==> src/rtl/fifo_write.sv <==
// Byte-serialising FIFO writer: snapshots FIFO_NUM bytes on a start request and
// pushes them one per cycle into a byte-wide FIFO, stalling while the FIFO is full.
module fifo_write #(
  parameter logic [11:0] FIFO_NUM = 12'd8
) (
  input  logic                  clk,
  input  logic                  rst,
  input  logic                  err,
  input  logic [0:FIFO_NUM*8-1] data,
  input  logic                  fifo_full,
  output logic [7:0]            dout,
  output logic                  fifo_txen,
  input  logic                  fs,
  output logic                  fd
);

  localparam int BITS  = int'(FIFO_NUM) * 8;
  localparam int IDX_W = $clog2(BITS);

  typedef enum logic [1:0] {IDLE, LOAD, WORK, LAST} state_t;

  state_t          state, state_nxt;
  logic [11:0]     cnt, cnt_nxt;
  logic [0:BITS-1] shadow;
  logic            load;
  logic [IDX_W-1:0] idx;

  always_ff @(posedge clk) begin
    if (!rst) begin
      state  <= IDLE;
      cnt    <= '0;
      shadow <= '0;
    end else begin
      state <= state_nxt;
      cnt   <= cnt_nxt;
      if (load) shadow <= data;
    end
  end

  always_comb begin
    state_nxt = state;
    cnt_nxt   = cnt;
    load      = 1'b0;
    case (state)
      IDLE: begin
        if (fs && !err) begin
          state_nxt = LOAD;
          load      = 1'b1;
        end
      end
      LOAD: begin
        cnt_nxt   = '0;
        state_nxt = err ? IDLE : WORK;
      end
      WORK: begin
        if (err) begin
          state_nxt = IDLE;
          cnt_nxt   = '0;
        end else if (!fifo_full) begin
          // The terminal compare keeps the 12-bit counter from ever wrapping.
          if (cnt == FIFO_NUM - 12'd1) begin
            state_nxt = LAST;
            cnt_nxt   = '0;
          end else begin
            cnt_nxt = cnt + 12'd1;
          end
        end
      end
      LAST: begin
        cnt_nxt = '0;
        if (err || !fs) state_nxt = IDLE;
      end
      default: begin
        state_nxt = IDLE;
        cnt_nxt   = '0;
      end
    endcase
  end

  // Byte k sits at shadow[k*8 +: 8]; byte 0 is the leftmost byte of data.
  assign idx       = IDX_W'({cnt, 3'b000});
  assign dout      = shadow[idx +: 8];
  assign fifo_txen = (state == WORK) && !fifo_full;
  assign fd        = (state == LAST);

endmodule

==> config.mk <==
export PLATFORM = sky130hd
export DESIGN_NAME = fifo_write
export DESIGN_NICKNAME = d
export VERILOG_FILES = /design/src/rtl/fifo_write.sv
export SDC_FILE = /design/constraint.sdc
export NUM_CORES = 1
export LEC_CHECK = 0
export CAP_MARGIN = 15
export CORE_MARGIN = 2
export CORE_UTILIZATION = 52
export CTS_BUF_LIST = sky130_fd_sc_hd__clkbuf_4 sky130_fd_sc_hd__clkbuf_8
export CTS_CLUSTER_SIZE = 28
export DETAILED_ROUTE_END_ITERATION = 10
export PLACE_DENSITY = 0.87
export SLEW_MARGIN = 15
export SYNTH_ARGS = -nofsm -noshare
export SYNTH_HDL_FRONTEND = slang
export SYNTH_SLANG_ARGS = --single-unit
==> constraint.sdc <==
create_clock -name clk -period 2.3 [get_ports clk]
set_input_delay 0.575 -clock clk [delete_from_list [all_inputs] [get_ports clk]]
set_output_delay 0.575 -clock clk [all_outputs]
set_load 0.02 [all_outputs]
==> metrics.txt, run 1 <==
routability cong. 0.9066; GRT Overall Usage 25.39%; die height 86.97 µm; Layout fillers 482; vias in the first global route 3245; worst vdd ir 0.3671 mV; Mapped Nets 476; die width 86.97 µm; EDFF count, synth 0; peak fanout along the critical path 6; critical path class register to output port; total clock sinks 78; ys flop type dfxtp_1; H-tree Lvls 3; Std-Cell Rows 30; asr flop ratio synth 0%; deepest clock path buffer count 2; highest clock rate 0.4059 GHz; vias post-DR 3257; post-place setup slack -0.2132 ns; global-route wire length before repair 14.66 mm; max-cap check violation count 0; largest net degree at the start of global routing 69; starting density of the core 53.28%; crit path cell chain buf_12 -> buf_6 -> mux4_2 -> mux2_4 -> buf_6; drt total wl 9.400 mm; pwr dens 623.9 nW/µm²; max-slew violation count 0; Arr. time, crit path 1.89 ns; outcome finished with violations; min Tclk post-route 2.463 ns; Crit. End Element output port; CTS tree built; worst skew pair latency 0.36 ns; vias per std cell 5.744; Synth warnings 0; worst path bufs/invs 3; slowest CP cell mux4_2; TritonRoute pass-1 iters 4; hold slack 0.4623 ns; DRC viols 0; Iter 0 DRT Violations 182; Placed Area 4403 µm²; hold_buf cts 0; register area share after synthesis 43.62%; Die ar. 7564 µm²; initial antenna violation count 0; RSZ-0062 raised after global routing yes; post-synth cell types 45; failing checks negative setup slack; Hold Path Class register to register; Cells after Synth 406; post-DR wirelength/cell 16.58 µm; fraction of layout cells with a size suffix above 1 16.22%; register bit total from synthesis 78; Avg Cell Area, Syn 8.817 µm²; Worst-Margin Slew 0.6628 ns; Port-buffer cells 78; Critical Path Most Common Cell buf_6; clock root buffer clkbuf_8; Antenna diodes 0; Leak 1.664 nW; Worst Clk Skew 0.005640 ns; setup ws final -0.1634 ns; Tcrit/Tclk final 107.1%; Final Hold Vio Count 0; relative slew slack 55.81%; cell family with most CP delay multiplexers; Num CTS Buffers 9; # setup viols final 8; register area 1568 µm²; Area Growth Syn to Fin 32.37%; Crit path required time 1.73 ns; Core Box Area 6719 µm²; Top Ports 79; fin nets 552; CP startpoint kind register; total grt overflow 0; Post-Syn Area 3580 µm²; Final ANT Viol Nets 0; Multi-input gate area 1838 µm²; post-route cell area 4738 µm²; Pwr Total 2.956 mW; Worst-path clk slew 0.08 ns; worst stage delay on the critical path 0.49 ns; DP HPWL 6.414 mm
-- worst reg2reg max path: cells and delay by family, from the launching register on --
family	cells	cell delay, ns
fa+ha+maj	1	0.21
compound gates	1	0.14
simple gates	3	0.77
flops	1	0.37
buf+inv	4	0.54
-- power breakdown --
part / leakage, nW / internal [mW] / switching, mW
clock network: 0.110 / 0.648 / 0.526
logic: 0.917 / 0.192 / 0.150
registers: 0.637 / 1.40 / 0.0374
-- flip-flops by register name, summed over array words and instances (netlist names) --
register	count
shadow	64
cnt	12
state	2
-- synthesized netlist by cell type (2+ instances only) --
| cell | number | area [µm²] |
|---|---|---|
| mux2_2 | 8 | 90.09 |
| buf_6 | 11 | 123.9 |
| o31ai_1 | 2 | 15.01 |
| buf_1 | 3 | 11.26 |
| nand3_1 | 2 | 10.01 |
| nand3b_1 | 3 | 22.52 |
| buf_2 | 2 | 10.01 |
| inv_1 | 3 | 11.26 |
| dfxtp_1 | 78 | 1562 |
| mux4_2 | 16 | 360.4 |
| nand2_1 | 137 | 514.2 |
| nor4_1 | 8 | 50.05 |
| o21ai_0 | 2 | 10.01 |
| nand2b_1 | 2 | 12.51 |
| nor2_1 | 8 | 30.03 |
| nor3_1 | 3 | 15.01 |
| o21a_1 | 4 | 30.03 |
| buf_4 | 2 | 15.01 |
| nand4_1 | 2 | 12.51 |
| or3_1 | 2 | 12.51 |
| o311ai_0 | 4 | 35.03 |
| a21oi_1 | 69 | 345.3 |
| clkbuf_1 | 12 | 45.04 |
| nor4b_1 | 2 | 17.52 |
-- timing repair --
item / CTS / global route
setup buffers: 4 / 1
cloned: 1 / 0
gates resized for setup: 56 / 14
pin swaps: 0 / 0
setup endpoints to repair: 10 / 16
-- final timing paths --
| check | startpoint | endpoint | slack [ns] | depth (start not counted) |
|---|---|---|---|---|
| max | cnt[0] | dout[0] | -0.16 | 5 |
| min | shadow[23] | shadow[23] | 0.46 | 2 |
| max reg2reg | cnt[0] | cnt[0] | 0.20 | 9 |
| min reg2reg | shadow[23] | shadow[23] | 0.46 | 2 |
-- metrics by stage --
step	util, %	instances	setup TNS [ns]
2_1_floorplan	-	406	0
3_3_place_gp	65.53	547	-0.9138
3_5_place_dp	65.53	547	-1.262
4_1_cts	70.35	568	-1.055
5_1_grt	70.52	567	-1.172
6_report	70.52	567	-0.7111
-- cells in the final DEF (no fill, tap or decap), drive strengths merged, types with 2 or more instances in the layout --
cell type | Yosys | routed
nor2 | 8 | 8
nor4 | 9 | 9
a21oi | 69 | 69
clkdlybuf4s50 | 0 | 69
nand2 | 138 | 138
mux4 | 16 | 16
o21ai | 2 | 2
nand3 | 2 | 2
dfxtp | 78 | 78
nand3b | 3 | 3
nand4 | 3 | 3
bufinv | 0 | 2
nor4b | 3 | 3
clkbuf | 12 | 10
o21a | 4 | 4
buf | 18 | 25
clkinvlp | 0 | 2
or3 | 2 | 2
nor3 | 3 | 3
nand2b | 2 | 2
inv | 3 | 6
mux2 | 8 | 8
o311ai | 4 | 4
o31ai | 2 | 2
-- cell families (layout without fill, tap and decap cells) --
logic type | Yosys count | in the layout | synth area share (%)
adders and majority gates | 1 | 1 | 0.3495
DFF | 78 | 78 | 43.62
and+or+nand+nor | 179 | 179 | 23.03
xor gates and xnor gates | 1 | 1 | 0.2447
muxes | 24 | 24 | 12.58
AOI/OAI and AO/OA | 89 | 89 | 14.02
buffers and inverters | 34 | 115 | 6.151
-- routing by layer --
| layer | wire [µm] | global-route usage [%] |
|---|---|---|
| met5 | 0 | 0 |
| met4 | 381 | 13.35 |
| met3 | 495 | 6.540 |
| met2 | 5039 | 46.56 |
| met1 | 3485 | 26.28 |
-- final cells by class --
cell class / count / area share (%)
flip-flops and latches: 78 / 33.09
repair buffers: 95 / 20.83
inverters: 4 / 0.3169
well taps: 80 / 2.112
multi-input cells: 294 / 38.79
clock inverters: 6 / 1.954
clock buffers: 10 / 2.905
No activity file was read; power rests on OpenSTA's default activity.
==> run 2, diff against run 1 <==
- SKIP_CTS_REPAIR_TIMING: unset -> 1
==> metrics.txt, run 2 (same netlist as run 1, synthesis figures left out) <==
sequential power share 49.1%; Num CTS Buffers 9; H-tree Lvls 3; post-DR wirelength/cell 16.09 µm; Arr. time, crit path 1.85 ns; Pint 2.235 mW; CP startpoint kind register; worst vdd ir 0.3688 mV; DP Cell Count 547; setup ws final -0.1272 ns; Worst Clk Skew 0.005444 ns; peak fanout along the critical path 12; Clock Power Share 39.7%; clock root buffer clkbuf_8; global-route wire length before repair 14.29 mm; Crit path required time 1.73 ns; pwr dens 635.2 nW/µm²; Final ANT Viol Nets 0; total clock sinks 78; Area Growth Syn to Fin 29.01%; highest clock rate 0.4120 GHz; vias post-DR 3216; worst skew pair latency 0.35 ns; largest net degree at the start of global routing 69; deepest clock path buffer count 2; Layout fillers 500; register area 1565 µm²; Antenna diodes 0; Std-Cell Rows 30; Crit. End Element output port; Iter 0 DRT Violations 181; failing checks negative setup slack; die width 86.97 µm; Net Sw Power 0.6983 mW; RSZ-0062 raised after global routing yes; outcome finished with violations; min Tclk post-route 2.427 ns; Layout Cells excl Fill 563; Final Util 68.73%; max-slew violation count 0; Worst-path clk slew 0.08 ns; Die ar. 7564 µm²; GRT Overall Usage 24.55%; Leak 1.638 nW; CTS tree built; fin nets 548; relative slew slack 54.92%; number of flip-flops in the largest register 64; Tcrit/Tclk final 105.5%; Top Registers shadow (64), cnt (12), state (2); switching fraction of total power 23.81%; vias in the first global route 3164; commonest non-fill, non-tap cell in the layout nand2_1; die height 86.97 µm; max-cap check violation count 0; Top Ports 79; Comb power frac 11.2%; Fin Setup TNS -0.7361 ns; vias per std cell 5.712; Hold Path Class register to register; Port-buffer cells 78; post-place setup slack -0.2132 ns; initial antenna violation count 0; drt total wl 9.061 mm; Core Box Area 6719 µm²; Multi-input gate area 1799 µm²; DRC viols 0; TritonRoute pass-1 iters 4; routability cong. 0.9066; total grt overflow 0; Final Hold Vio Count 0; starting density of the core 53.28%; critical path class register to output port; DP HPWL 6.414 mm; Top reg by flops shadow; Pwr Total 2.933 mW; # setup viols final 8; fraction of layout cells with a size suffix above 1 15.11%; commonest cells after routing, fill and taps aside nand2_1 (137), dfxtp_1 (75), a21oi_1 (69), clkdlybuf4s50_1 (69), mux4_2 (16); Worst-Margin Slew 0.6762 ns
run 2: metal layers:
metal / wire length [µm] / track usage [%]
met1: 3338 / 25.99
met2: 4919 / 45.45
met4: 293 / 10.80
met3: 510 / 6.256
met5: 0 / 0
run 2: final cells by class:
type / instances / share of cell area (%)
inverter: 4 / 0.3251
clock inverter: 6 / 2.005
multi-input combinational: 294 / 38.96
timing repair buffer: 91 / 19.67
clock buffer: 10 / 2.980
tap: 80 / 2.167
sequential: 78 / 33.89
run 2: worst max-delay path, stage by stage (launching register included):
cell and delay (ns):
dfxtp_2 0.37, buf_12 0.16, mux4_2 0.52, mux2_2 0.30, clkbuf_2 0.16
run 2: final timing paths:
| check | from | endpoint | slack [ns] | depth (start not counted) |
|---|---|---|---|---|
| max reg2reg | cnt[0] | cnt[0] | 0.19 | 8 |
| min reg2reg | shadow[58] | shadow[58] | 0.46 | 2 |
| min | shadow[58] | shadow[58] | 0.46 | 2 |
| max | cnt[0] | dout[1] | -0.13 | 4 |
run 2: stage by stage:
| step | cell area (µm²) | hold slack, ns |
|---|---|---|
| floorplan | 3580 | 0.4331 |
| global placement | 4403 | 0.4433 |
| detailed placement | 4403 | 0.4482 |
| CTS | 4633 | 0.4585 |
| global route | 4618 | 0.4844 |
| finish | 4618 | 0.4635 |
run 2: power by group through the flow:
| stage | Combinational (mW) | Clock (mW) | Sequential (mW) |
|---|---|---|---|
| 2_1_floorplan | 0.172 | 0 | 1.45 |
| 3_3_place_gp | 0.319 | 0 | 1.47 |
| 3_5_place_dp | 0.330 | 0 | 1.47 |
| 4_1_cts | 0.334 | 1.18 | 1.44 |
| 5_1_grt | 0.357 | 1.23 | 1.45 |
| 6_report | 0.329 | 1.16 | 1.44 |
==> run 3, diff against run 2 <==
- CORE_UTILIZATION: 52 -> 47
- PLACE_DENSITY: 0.87 -> 0.83
- clock period: 2.3 -> 2.23 ns (I/O delays scaled with it)
==> metrics.txt, run 3 (same netlist as run 1, synthesis figures left out) <==
outcome finished with violations; failing checks negative setup slack; global-route wire length before repair 13.80 mm; peak fanout along the critical path 5; Final Util 63.53%; Pwr Total 2.812 mW; initial antenna violation count 0; max-slew violation count 0; DRC viols 0; Crit. End Element output port; Hold Path Class register to register; Net Sw Power 0.7461 mW; max-cap check violation count 0; Die ar. 8330 µm²; crit path cell chain clkbuf_16 -> mux4_2 -> mux2_2 -> buf_2; Std-Cell Rows 31; commonest non-fill, non-tap cell in the layout nand2_1; Worst-path clk slew 0.08 ns; vias in the first global route 3068; register area 1568 µm²; Top Registers shadow (64), cnt (12), state (2); pwr dens 603.7 nW/µm²; CP startpoint kind register; Crit path required time 1.67 ns; worst vdd ir 0.3758 mV; CTS tree built; setup ws final -0.1718 ns; routability cong. 0.9063; Iter 0 DRT Violations 168; Layout Cells excl Fill 585; Arr. time, crit path 1.84 ns; Multi-input gate area 1809 µm²; slowest CP cell mux4_2; relative slew slack 55.30%; Top reg by flops shadow; fraction of layout cells with a size suffix above 1 15.43%; Top Ports 79; post-DR wirelength/cell 14.33 µm; Area Growth Syn to Fin 30.09%; DP HPWL 5.934 mm; largest net degree at the start of global routing 69; Tcrit/Tclk final 107.7%; Worst-Margin Slew 0.6705 ns; commonest cells after routing, fill and taps aside nand2_1 (137), dfxtp_1 (75), a21oi_1 (69); drt total wl 8.384 mm; fin nets 551; Placed Area 4442 µm²; die width 91.27 µm; DP Cell Count 568; reg2reg setup slack 0.24 ns; GRT Overall Usage 20.77%; worst stage delay on the critical path 0.50 ns; post-route cell area 4657 µm²; Final ANT Viol Nets 0; Layout fillers 559; Pint 2.066 mW; clock root buffer clkbuf_8; sequential power share 52.7%; Port-buffer cells 78; Final Hold Vio Count 0; Leak 1.664 nW; total grt overflow 0; min Tclk post-route 2.402 ns; Comb power frac 12.0%; switching fraction of total power 26.53%; starting density of the core 48.83%; Worst Clk Skew 0.008070 ns; total clock sinks 78; vias per std cell 5.338; Clock Power Share 35.3%; Core Box Area 7331 µm²; worst skew pair latency 0.35 ns; deepest clock path buffer count 2; Num CTS Buffers 9; highest clock rate 0.4164 GHz; H-tree Lvls 3; number of flip-flops in the largest register 64; Antenna diodes 0; critical path class register to output port; # setup viols final 8; vias post-DR 3123; die height 91.27 µm; RSZ-0062 raised after global routing yes; TritonRoute pass-1 iters 4
==> run 3: changes by cell type in the layout (fill, tap and decap cells not counted), sizes merged <==
cell	change
clkdlybuf4s50	-1
inv	+3
bufinv	-2
dlymetal6s2s	+1
buf	+2
==> run 3: worst paths after layout <==
kind               from    endpoint  cells past startpoint
max              cnt[0]     dout[0]                      4
min          shadow[53]  shadow[53]                      2
max reg2reg      cnt[0]      cnt[8]                      7
min reg2reg  shadow[53]  shadow[53]                      2
==> run 3: cell type report <==
type / count / share of cell area, %
Clock buffer: 9 / 2.660
Clock inverter: 7 / 1.316
Inverter: 4 / 0.3224
Multi-Input combinational cell: 294 / 38.85
Sequential cell: 78 / 33.66
Tap cell: 99 / 2.660
Timing Repair Buffer: 94 / 20.53
==> run 3: stage by stage <==
step                setup TNS (ns)  hold slack, ns  worst slack [ns]
floorplan                        0          0.4331            0.2031
global placement            -1.793          0.4427           -0.2276
detailed placement          -2.072          0.4453           -0.2443
CTS                         -5.436          0.4576           -0.6486
global route                -1.688          0.4772           -0.2403
finish                      -1.161          0.4546           -0.1718
==> run 3: worst max-delay path: cells and delay by family, from the launching register on <==
family	cells	cell delay, ns
buffers and inverters	2	0.32
flip-flops	1	0.41
multiplexers	2	0.77
==> run 3: layer usage <==
metal	part of all wire [%]	wire (µm)	vias up	track usage, %
li1	-	-	1564	-
met1	39	3297	1477	22.19
met2	55	4640	75	40.31
met3	4.5	381	7	5.643
met4	0.76	64	0	4.545
met5	0	0	-	0
==> run 3: power groups by stage <==
stage	Combinational (mW)	Clock (mW)	Sequential [mW]
6_report	0.338	0.993	1.48
5_1_grt	0.370	1.08	1.49
4_1_cts	0.342	1.02	1.48
3_5_place_dp	0.339	0	1.51
3_3_place_gp	0.332	0	1.51
2_1_floorplan	0.178	0	1.50
